<file path="config.mk">
export PLATFORM = sky130hd
export DESIGN_NAME = pgm_rom_loader
export DESIGN_NICKNAME = d
export VERILOG_FILES = /design/src/rtl/pgm_rom_loader.sv
export SDC_FILE = /design/constraint.sdc
export NUM_CORES = 1
export LEC_CHECK = 0
export ABC_AREA = 1
export CAP_MARGIN = 15
export CORE_MARGIN = 3
export CORE_UTILIZATION = 50
export CTS_BUF_LIST = sky130_fd_sc_hd__clkbuf_4 sky130_fd_sc_hd__clkbuf_8
export DETAILED_ROUTE_END_ITERATION = 7
export PLACE_DENSITY = 0.79
export SKIP_LAST_GASP = 1
export SYNTH_ARGS = -nofsm -noshare
export SYNTH_HDL_FRONTEND = slang
export SYNTH_SLANG_ARGS = --single-unit
</file>
<file path="constraint.sdc">
create_clock -name clk -period 4.1 [get_ports clk]
set_input_delay 1.23 -clock clk [delete_from_list [all_inputs] [get_ports clk]]
set_output_delay 1.23 -clock clk [all_outputs]
set_load 0.03 [all_outputs]
</file>
<file path="src/rtl/pgm_rom_loader.sv">
// ----------------------------------------------------------------------------
// pgm_rom_loader
//
// ROM download sequencer between the MiSTer ioctl stream and the shared SDRAM
// controller. Each 16-bit ioctl word is mapped to an SDRAM byte address by
// region (latched ioctl_index) and queued in a small FIFO. The queued words
// are then issued one at a time as write requests over a req/ack handshake.
// The PGM core is held in reset until every accepted word has been committed.
//
// Parameters
//   DEPTH           FIFO entries (power of two, >= 2)
//   BASE0..BASE3    SDRAM byte base of regions 0..3
//   RSIZE           byte size of every region
//
// Ports
//   clk             single clock, rising edge
//   reset           synchronous, active-high
//   ioctl_download  download active (level)
//   ioctl_wr        one-cycle write strobe
//   ioctl_addr      byte address within the file (bit 0 ignored)
//   ioctl_dout      data word
//   ioctl_index     region select, latched when a download starts
//   ioctl_wait      back-pressure to the HPS
//   sdr_req         write request, held until sdr_ack is sampled
//   sdr_ack         request accepted, one-cycle pulse
//   sdr_addr        SDRAM byte address (bit 0 always 0)
//   sdr_din         SDRAM write data
//   core_reset      hold the PGM core in reset
//   done            one-cycle pulse when the load is complete
//   overflow        sticky: a write was dropped because the FIFO was full
//   range_err       sticky: a write was dropped for a bad index or address
// ----------------------------------------------------------------------------
module pgm_rom_loader #(
   parameter int unsigned DEPTH = 4,
   parameter logic [24:0] BASE0 = 25'h0000000,
   parameter logic [24:0] BASE1 = 25'h0400000,
   parameter logic [24:0] BASE2 = 25'h0800000,
   parameter logic [24:0] BASE3 = 25'h1000000,
   parameter logic [24:0] RSIZE = 25'h0400000
) (
   input  logic        clk,
   input  logic        reset,
   input  logic        ioctl_download,
   input  logic        ioctl_wr,
   input  logic [26:0] ioctl_addr,
   input  logic [15:0] ioctl_dout,
   input  logic [7:0]  ioctl_index,
   output logic        ioctl_wait,
   output logic        sdr_req,
   input  logic        sdr_ack,
   output logic [24:0] sdr_addr,
   output logic [15:0] sdr_din,
   output logic        core_reset,
   output logic        done,
   output logic        overflow,
   output logic        range_err
);

   localparam int unsigned AW = (DEPTH > 1) ? $clog2(DEPTH) : 1;
   localparam int unsigned CW = AW + 1;
   localparam logic [CW-1:0] FULL_CNT = CW'(DEPTH);
   localparam logic [CW-1:0] WAIT_CNT = CW'(DEPTH - 1);

   typedef enum logic [1:0] {
      S_IDLE  = 2'd0,
      S_LOAD  = 2'd1,
      S_DRAIN = 2'd2
   } state_t;

   typedef struct packed {
      logic [24:0] addr;
      logic [15:0] data;
   } entry_t;

   // Control state
   state_t        state_q, state_d;
   logic          dl_q;
   logic [7:0]    idx_q, idx_d;
   logic          overflow_q, overflow_d;
   logic          range_err_q, range_err_d;
   logic          done_q, done_d;

   // FIFO
   entry_t        fifo_mem [DEPTH];
   logic [AW-1:0] wr_ptr_q, wr_ptr_d;
   logic [AW-1:0] rd_ptr_q, rd_ptr_d;
   logic [CW-1:0] count_q, count_d;

   // Request stage
   logic          req_q, req_d;
   logic [24:0]   addr_q, addr_d;
   logic [15:0]   din_q, din_d;

   // Helpers
   logic          dl_rise;
   logic          fifo_empty;
   logic          fifo_full;
   logic          in_range;
   logic          wr_active;
   logic          push;
   logic          pop;
   logic [24:0]   base_sel;
   entry_t        push_entry;
   entry_t        head;

   // Bit 0 of the file address selects a byte inside the word and plays no
   // part in the SDRAM word address.
   logic          unused_addr_bit;
   assign unused_addr_bit = ioctl_addr[0];

   assign dl_rise    = ioctl_download & ~dl_q;
   assign fifo_empty = (count_q == '0);
   assign fifo_full  = (count_q == FULL_CNT);
   assign in_range   = (idx_q < 8'd4) && (ioctl_addr[26:25] == 2'b00) &&
                       (ioctl_addr[24:0] < RSIZE);
   assign wr_active  = (state_q == S_LOAD) && ioctl_wr;

   // The request register only reloads while it is empty, so a pop frees a
   // FIFO slot in the same cycle a full FIFO accepts a new word.
   assign pop  = ~req_q & ~fifo_empty;
   assign push = wr_active & in_range & (~fifo_full | pop);
   assign head = fifo_mem[rd_ptr_q];

   always_comb begin
      case (idx_q[1:0])
         2'd0:    base_sel = BASE0;
         2'd1:    base_sel = BASE1;
         2'd2:    base_sel = BASE2;
         default: base_sel = BASE3;
      endcase
   end

   // 25-bit sum, wraps modulo 2^25 by construction.
   assign push_entry.addr = base_sel + {ioctl_addr[24:1], 1'b0};
   assign push_entry.data = ioctl_dout;

   // NOTE: every variable assigned here gets a default first, so no path
   // through the block leaves a value unassigned and no latch is inferred.
   always_comb begin
      state_d     = state_q;
      idx_d       = idx_q;
      overflow_d  = overflow_q;
      range_err_d = range_err_q;
      done_d      = 1'b0;
      wr_ptr_d    = wr_ptr_q;
      rd_ptr_d    = rd_ptr_q;
      count_d     = count_q;
      req_d       = req_q;
      addr_d      = addr_q;
      din_d       = din_q;

      // Sequencer. A new download (from IDLE or while still draining the
      // previous one) latches its region and starts with clean flags.
      case (state_q)
         S_IDLE: begin
            if (dl_rise) begin
               state_d     = S_LOAD;
               idx_d       = ioctl_index;
               overflow_d  = 1'b0;
               range_err_d = 1'b0;
            end
         end
         S_LOAD: begin
            if (!ioctl_download) state_d = S_DRAIN;
         end
         S_DRAIN: begin
            if (dl_rise) begin
               state_d     = S_LOAD;
               idx_d       = ioctl_index;
               overflow_d  = 1'b0;
               range_err_d = 1'b0;
            end else if (fifo_empty && !req_q) begin
               state_d = S_IDLE;
               done_d  = 1'b1;
            end
         end
         default: state_d = S_IDLE;
      endcase

      // Dropped writes only happen in LOAD, so they never collide with the
      // flag clear above.
      if (wr_active) begin
         if (!in_range)                 range_err_d = 1'b1;
         else if (fifo_full && !pop)    overflow_d  = 1'b1;
      end

      // FIFO bookkeeping
      if (push) wr_ptr_d = wr_ptr_q + AW'(1);
      if (pop)  rd_ptr_d = rd_ptr_q + AW'(1);
      case ({push, pop})
         2'b10:   count_d = count_q + CW'(1);
         2'b01:   count_d = count_q - CW'(1);
         default: count_d = count_q;
      endcase

      // Request stage: hold until ack, then stay idle for one cycle before
      // the next head is loaded. Ack without a pending request is ignored.
      if (req_q) begin
         if (sdr_ack) req_d = 1'b0;
      end else if (pop) begin
         req_d  = 1'b1;
         addr_d = head.addr;
         din_d  = head.data;
      end
   end

   // NOTE: state registers use non-blocking assignments so every register
   // samples the pre-edge values regardless of statement order.
   always_ff @(posedge clk) begin
      if (reset) begin
         state_q     <= S_IDLE;
         dl_q        <= 1'b0;
         idx_q       <= '0;
         overflow_q  <= 1'b0;
         range_err_q <= 1'b0;
         done_q      <= 1'b0;
         wr_ptr_q    <= '0;
         rd_ptr_q    <= '0;
         count_q     <= '0;
         req_q       <= 1'b0;
         addr_q      <= '0;
         din_q       <= '0;
      end else begin
         state_q     <= state_d;
         dl_q        <= ioctl_download;
         idx_q       <= idx_d;
         overflow_q  <= overflow_d;
         range_err_q <= range_err_d;
         done_q      <= done_d;
         wr_ptr_q    <= wr_ptr_d;
         rd_ptr_q    <= rd_ptr_d;
         count_q     <= count_d;
         req_q       <= req_d;
         addr_q      <= addr_d;
         din_q       <= din_d;
      end
   end

   // NOTE: the storage array has no reset; the pointers and count define
   // which entries are valid, so stale contents are never observed.
   always_ff @(posedge clk) begin
      if (push) fifo_mem[wr_ptr_q] <= push_entry;
   end

   assign ioctl_wait = (count_q >= WAIT_CNT);
   assign sdr_req    = req_q;
   assign sdr_addr   = addr_q;
   assign sdr_din    = din_q;
   assign core_reset = (state_q != S_IDLE);
   assign done       = done_q;
   assign overflow   = overflow_q;
   assign range_err  = range_err_q;

endmodule

</file>
Word level (Yosys, flattened, before mapping)
Memories as Yosys holds them, arrays and structs flattened. A register that Yosys moved wholly into a read port is not among the register bits. Index checks and enable logic that the tools add are counted.

Flip-flop bits (word level): 22. Memories: 1. Input port bits: 56. RAM bits: 164.

Memories: fifo_mem (depth 4, width 41, read ports 1, clocked after memory_dff 1, write ports 1, RTL line 84) `entry_t fifo_mem [DEPTH];`.

Add/sub/neg operators: 5. Mux-type cells: 22. $lt $le $gt $ge: 3. Reduce and logical (&&, ||, !) cells: 18. Equal/unequal tests: 10. Bitwise logic cells: 10.

Operator list (number): $pmux 25 s3 (1); $add 25x25->25 (1); $lt 25x23->1 const B (1); $mux 1 (15); $lt 8x3->1 const B (1); $mux 2 (4); $eq 2x1->1 const B (3); $eq 2x2->1 const B (3); $logic_not 2->1 (3); $pmux 2 s3 (1); $pmux 3 s2 (1); $logic_and 1x1->1 (5); $not 1->1 (5); $add 2x1->2 const B (2); $and 1x1->1 (4); $ne 2x2->1 const B (2); $reduce_and 2->1 (2); $reduce_bool 2->1 (2); $add 3x1->3 const B (1); $eq 3x3->1 const B (1); $ge 3x2->1 const B (1); $logic_not 3->1 (1); $ne 3x3->1 const B (1); $reduce_and 3->1 (1); 5 further kinds (6).

Logic depth before layout (Yosys ltp)
Word-level depth: 8. Mapped depth: 12. Mapped depth without buffers: 12.

Worst setup path after synthesis
No wires, ideal clock.

Path type: input-to-reg. Start: input port ioctl_addr[23]. End: memory fifo_mem[0][0] in the netlist's numbering, enable pin. Stages on the path: 5. Setup time: 438 ps. Data required time: 3662 ps. Buffers on the path: 0. Data arrival time: 3432 ps. Setup slack: 231 ps. Cell sequence: nor2_1 -> nand2_1 -> nor2_4 -> nand4_4 -> nor2_1.

Cells in the longest elaborated chain, start to end: 6.

Ends and longest elaborated chain: from (decl) (RTL line 45) `input logic [26:0] ioctl_addr,`; $lt 25x23->1 (RTL line 115) `(ioctl_addr[24:0] < RSIZE);`; $logic_and 1x1->1 (RTL line 114) `assign in_range = (idx_q < 8'd4) && (ioctl_addr[26:25] == 2'b00) &&`; $and 1x1->1 (2 in a row) (RTL line 121) `assign push = wr_active & in_range & (~fifo_full | pop);`; $mux 1 (RTL line 242) `if (push) fifo_mem[wr_ptr_q] <= push_entry;`; $mux 1 (not written as such) (RTL line 242); to (decl) (RTL line 84).

No other way between the ends.

Worst setup path in the final report
Start: register count_q[0]. End: output port ioctl_wait.

Cells in the longest elaborated chain, start to end: 1.

Ends and longest elaborated chain: from (decl) (RTL line 87) `logic [CW-1:0] count_q, count_d;`; from (signal assigned) (RTL line 232) `count_q <= count_d;`; $ge 3x2->1 (RTL line 245) `assign ioctl_wait = (count_q >= WAIT_CNT);`; to (decl) (RTL line 48) `output logic ioctl_wait,`.

No other way between the ends.

==> impl_table.tex <==
\begin{tabular}{lr}
\hline
Metric & Value \\
\hline
\multicolumn{2}{l}{\textbf{Global route}} \\
\quad Initial antenna violation count & 0 \\
\quad Global-route wire length before repair & 27430 um \\
\quad Total overflow reported by the global router & 0 \\
\quad Via count of the first global-routing pass & 5557 \\
\quad Maximum number of pins on one net before global-route repair & 86 \\
\quad Global Route Usage Sum & 0.1905 \\
\multicolumn{2}{l}{\textbf{STA}} \\
\quad Transition time at the pin with the least slew margin & 0.8928 ns \\
\quad Slew headroom & 0.4048 \\
\quad Number of hold violations in the final report & 0 \\
\quad Final-report max-slew violation count & 0 \\
\quad Total Neg Setup Slack & 0 ns \\
\quad Share of the clock period used by the worst path after layout & 0.7978 \\
\quad Unrepaired setup endpoints after global routing & no \\
\quad Total setup violations reported at the end of the flow & 0 \\
\quad Final worst-path setup slack & 0.8292 ns \\
\quad Tightest hold margin & 0.4634 ns \\
\quad Time the worst path needs with I/O delays and setup & 3.271 ns \\
\quad Worst clock skew & 0.01796 ns \\
\quad Maximum achievable frequency & 0.3057 GHz \\
\multicolumn{2}{l}{\textbf{Finish}} \\
\quad Number of diodes added for antenna fixing & 0 \\
\quad Commonest cells after routing, fill and taps aside & sky130\_fd\_sc\_hd\_\_nor2\_1 (174), sky130\_fd\_sc\_hd\_\_edfxtp\_1 (160), sky130\_fd\_sc\_hd\_\_o21ai\_0 (124), sky130\_fd\_sc\_hd\_\_clkdlybuf4s50\_1 (100), sky130\_fd\_sc\_hd\_\_dfxtp\_1 (60) \\
\quad Count of fill cells added during filler insertion & 1230 \\
\quad Final cell count without fillers & 1069 \\
\quad Proportion of layout cells with a drive suffix above 1 & 0.1184 \\
\quad Nets & 889 \\
\quad Synthesis-to-finish area growth & 22.97\% \\
\quad Leading cell type in the layout, fill and taps excluded & sky130\_fd\_sc\_hd\_\_nor2\_1 \\
\multicolumn{2}{l}{\textbf{Logic synthesis}} \\
\quad Most used flip-flop cell after synthesis & sky130\_fd\_sc\_hd\_\_edfxtp\_1 \\
\quad Number of instances in the synthesized netlist & 719 \\
\quad Share of flip-flops with an asynchronous set or reset & 0 \\
\quad Number of synthesized register bits & 222 \\
\quad Synthesis Warnings & 0 \\
\quad Syn\_nets & 782 \\
\quad Avg Synthesized Cell Area & 11.74 um2 \\
\quad Cells taking the most area after synthesis & sky130\_fd\_sc\_hd\_\_edfxtp\_1 (57\%), sky130\_fd\_sc\_hd\_\_dfxtp\_1 (15\%), sky130\_fd\_sc\_hd\_\_nor2\_1 (7.9\%), sky130\_fd\_sc\_hd\_\_o21ai\_0 (7.4\%), sky130\_fd\_sc\_hd\_\_a31oi\_1 (3.0\%) \\
\quad Post-Syn Area & 8443 um2 \\
\quad Part of the Yosys area used for sequential elements & 0.7161 \\
\quad Library cell with the largest summed area after synthesis & sky130\_fd\_sc\_hd\_\_edfxtp\_1 \\
\quad EDFF count, synth & 160 \\
\quad Share of the synthesized area in the top cell type & 0.5691 \\
\quad Library cells used by synthesis & 33 \\
\multicolumn{2}{l}{\textbf{Floorplan}} \\
\quad Core Box Area & 16230 um2 \\
\quad Count of pins on the block boundary & 103 \\
\quad Die Span Y & 135.9 um \\
\quad Total number of placement rows & 46 \\
\quad Width of the chip & 135.9 um \\
\quad Starting density of the core & 0.5202 \\
\quad Die footprint & 18480 um2 \\
\multicolumn{2}{l}{\textbf{Clock tree}} \\
\quad Count of H-tree levels built during CTS & 2 \\
\quad Clock-pin slew of the registers on the worst-case setup and hold paths & 0.06 ns \\
\quad Later-pin clock latency in the skew report & 0.52 ns \\
\quad Clock sink count & 222 \\
\quad Root Driver & sky130\_fd\_sc\_hd\_\_clkbuf\_8 \\
\quad TritonCTS Buffers & 36 \\
\quad CTS tree & built \\
\quad Total setup buffers inserted after CTS & 0 \\
\quad CTS max path bufs & 3 \\
\quad Number of hold buffers added after cts & 0 \\
\quad Post\_cts resized & 0 \\
\multicolumn{2}{l}{\textbf{Setup path}} \\
\quad Worst path arrival time & 2.04 ns \\
\quad WS Path Type & flop to output pin \\
\quad Data required time of the critical path & 2.87 ns \\
\quad Critical path peak fanout & 3 \\
\quad Crit path capture type & output pin \\
\quad Type of element launching the critical path & flop \\
\multicolumn{2}{l}{\textbf{Drt}} \\
\quad DR DRC count & 0 \\
\quad Per-cell routed wire length & 16.33 um \\
\quad Number of DRC markers after the initial detailed-route iteration & 377 \\
\quad Drt via density & 5.261 \\
\quad Number of detailed-routing iterations run before antenna repair & 4 \\
\quad ANT nets after route & 0 \\
\quad Wire length reported by the detailed router & 17460 um \\
\quad Via Count & 5624 \\
\multicolumn{2}{l}{\textbf{Flow run}} \\
\quad Max cap viols & 0 \\
\multicolumn{2}{l}{\textbf{Place}} \\
\quad Number of port buffers & 100 \\
\quad Half-perimeter wire length after placement & 9713 um \\
\quad Number of placed cells counting well taps & 1003 \\
\quad Placement-stage worst setup slack & 0.8573 ns \\
\quad RePlAce Congestion & 0.7628 \\
\multicolumn{2}{l}{\textbf{Run status}} \\
\quad Outcome & finished, final reports clean \\
\multicolumn{2}{l}{\textbf{Min path}} \\
\quad Type of the most critical hold path & flop to flop \\
\multicolumn{2}{l}{\textbf{Power and ir drop}} \\
\quad Peak supply drop & 390.4 uV \\
\quad Reported leakage power & 3.610 nW \\
\quad Final total power & 6.490 mW \\
\quad Power density over the cells & 625.1 nW/um2 \\
\hline
\end{tabular}
-- cell usage after synthesis (all sizes together) (2+ instances only) --
cell      n
nor2    187
edfxtp  160
o21ai   125
dfxtp    62
a31oi    40
nand2    27
inv      25
buf      23
clkbuf   20
a21oi    17
nand3    15
ha        5
fa        2
nand4     2
xnor2     2
-- kinds of logic (layout without fill, tap and decap cells) --
| kind of cell | Yosys count | count (layout) | share of synthesized area |
|---|---|---|---|
| and+or+nand+nor | 234 | 234 | 0.1166 |
| xor gates and xnor gates | 2 | 2 | 0.002075 |
| adders and majority gates | 7 | 7 | 0.01215 |
| AOI/OAI and AO/OA | 183 | 183 | 0.1148 |
| other | 1 | 1 | 0.0004441 |
| DFF | 222 | 222 | 0.7161 |
| buffers and inverters | 70 | 204 | 0.03779 |
-- metal layers --
metal | GRT usage | up-vias | part of all wire
met5 | 0 | - | 0
met4 | 0.07391 | 0 | 0.020
met3 | 0.04737 | 30 | 0.062
met2 | 0.3258 | 155 | 0.49
li1 | - | 2750 | -
met1 | 0.2340 | 2689 | 0.43
-- metrics by stage --
step	utilization	instance area [um2]
after global routing	0.6397	10380
after detailed placement	0.5934	9630
after global placement	0.5934	9630
final	0.6397	10380
after floorplan	-	8443
after CTS	0.6385	10360
-- worst max-delay path: stages (launching register included) --
cell and delay (ns):
sky130_fd_sc_hd__dfxtp_1 0.40, sky130_fd_sc_hd__inv_1 0.09, sky130_fd_sc_hd__o21ai_0 0.31, sky130_fd_sc_hd__clkdlybuf4s50_1 0.74
-- where the power goes --
| group | leakage (nW) | internal [mW] | switching, mW |
|---|---|---|---|
| logic | 1.27 | 0.651 | 1.23 |
| clock network | 0.389 | 1.08 | 0.817 |
| registers | 1.95 | 2.59 | 0.116 |
| total | 3.61 | 4.32 | 2.17 |
-- path summary, 6_finish.rpt --
check | slack (ns) | endpoint | startpoint | depth (start not counted)
worst max register to register | 2.22 | count_q[2] | count_q[0] | 10
worst min-delay path | 0.46 | idx_q[2] | idx_q[2] | 2
worst min register to register | 0.46 | idx_q[2] | idx_q[2] | 2
worst max-delay path | 0.83 | ioctl_wait | count_q[0] | 3
-- area by class of cell --
type / count / area, um2 / area share
Timing Repair Buffer: 113 / 1124 / 0.1082
Tap cell: 216 / 270.3 / 0.02603
Clock buffer: 55 / 650.6 / 0.06267
Sequential cell: 222 / 6051 / 0.5828
Inverter: 26 / 97.59 / 0.009400
Clock inverter: 10 / 81.33 / 0.007833
Multi-Input combinational cell: 427 / 2108 / 0.2031
-- sequential cells by signal, summed over array words and instances (netlist names) --
name and cells:
count_q 3, sdr_addr 24, sdr_din 16, rd_ptr_q 2, range_err 1, fifo_mem 160, dl_q 1, overflow 1
sdr_req 1, idx_q 8, state_q 2, wr_ptr_q 2, done 1
No activity file was read; power rests on OpenSTA's default activity.
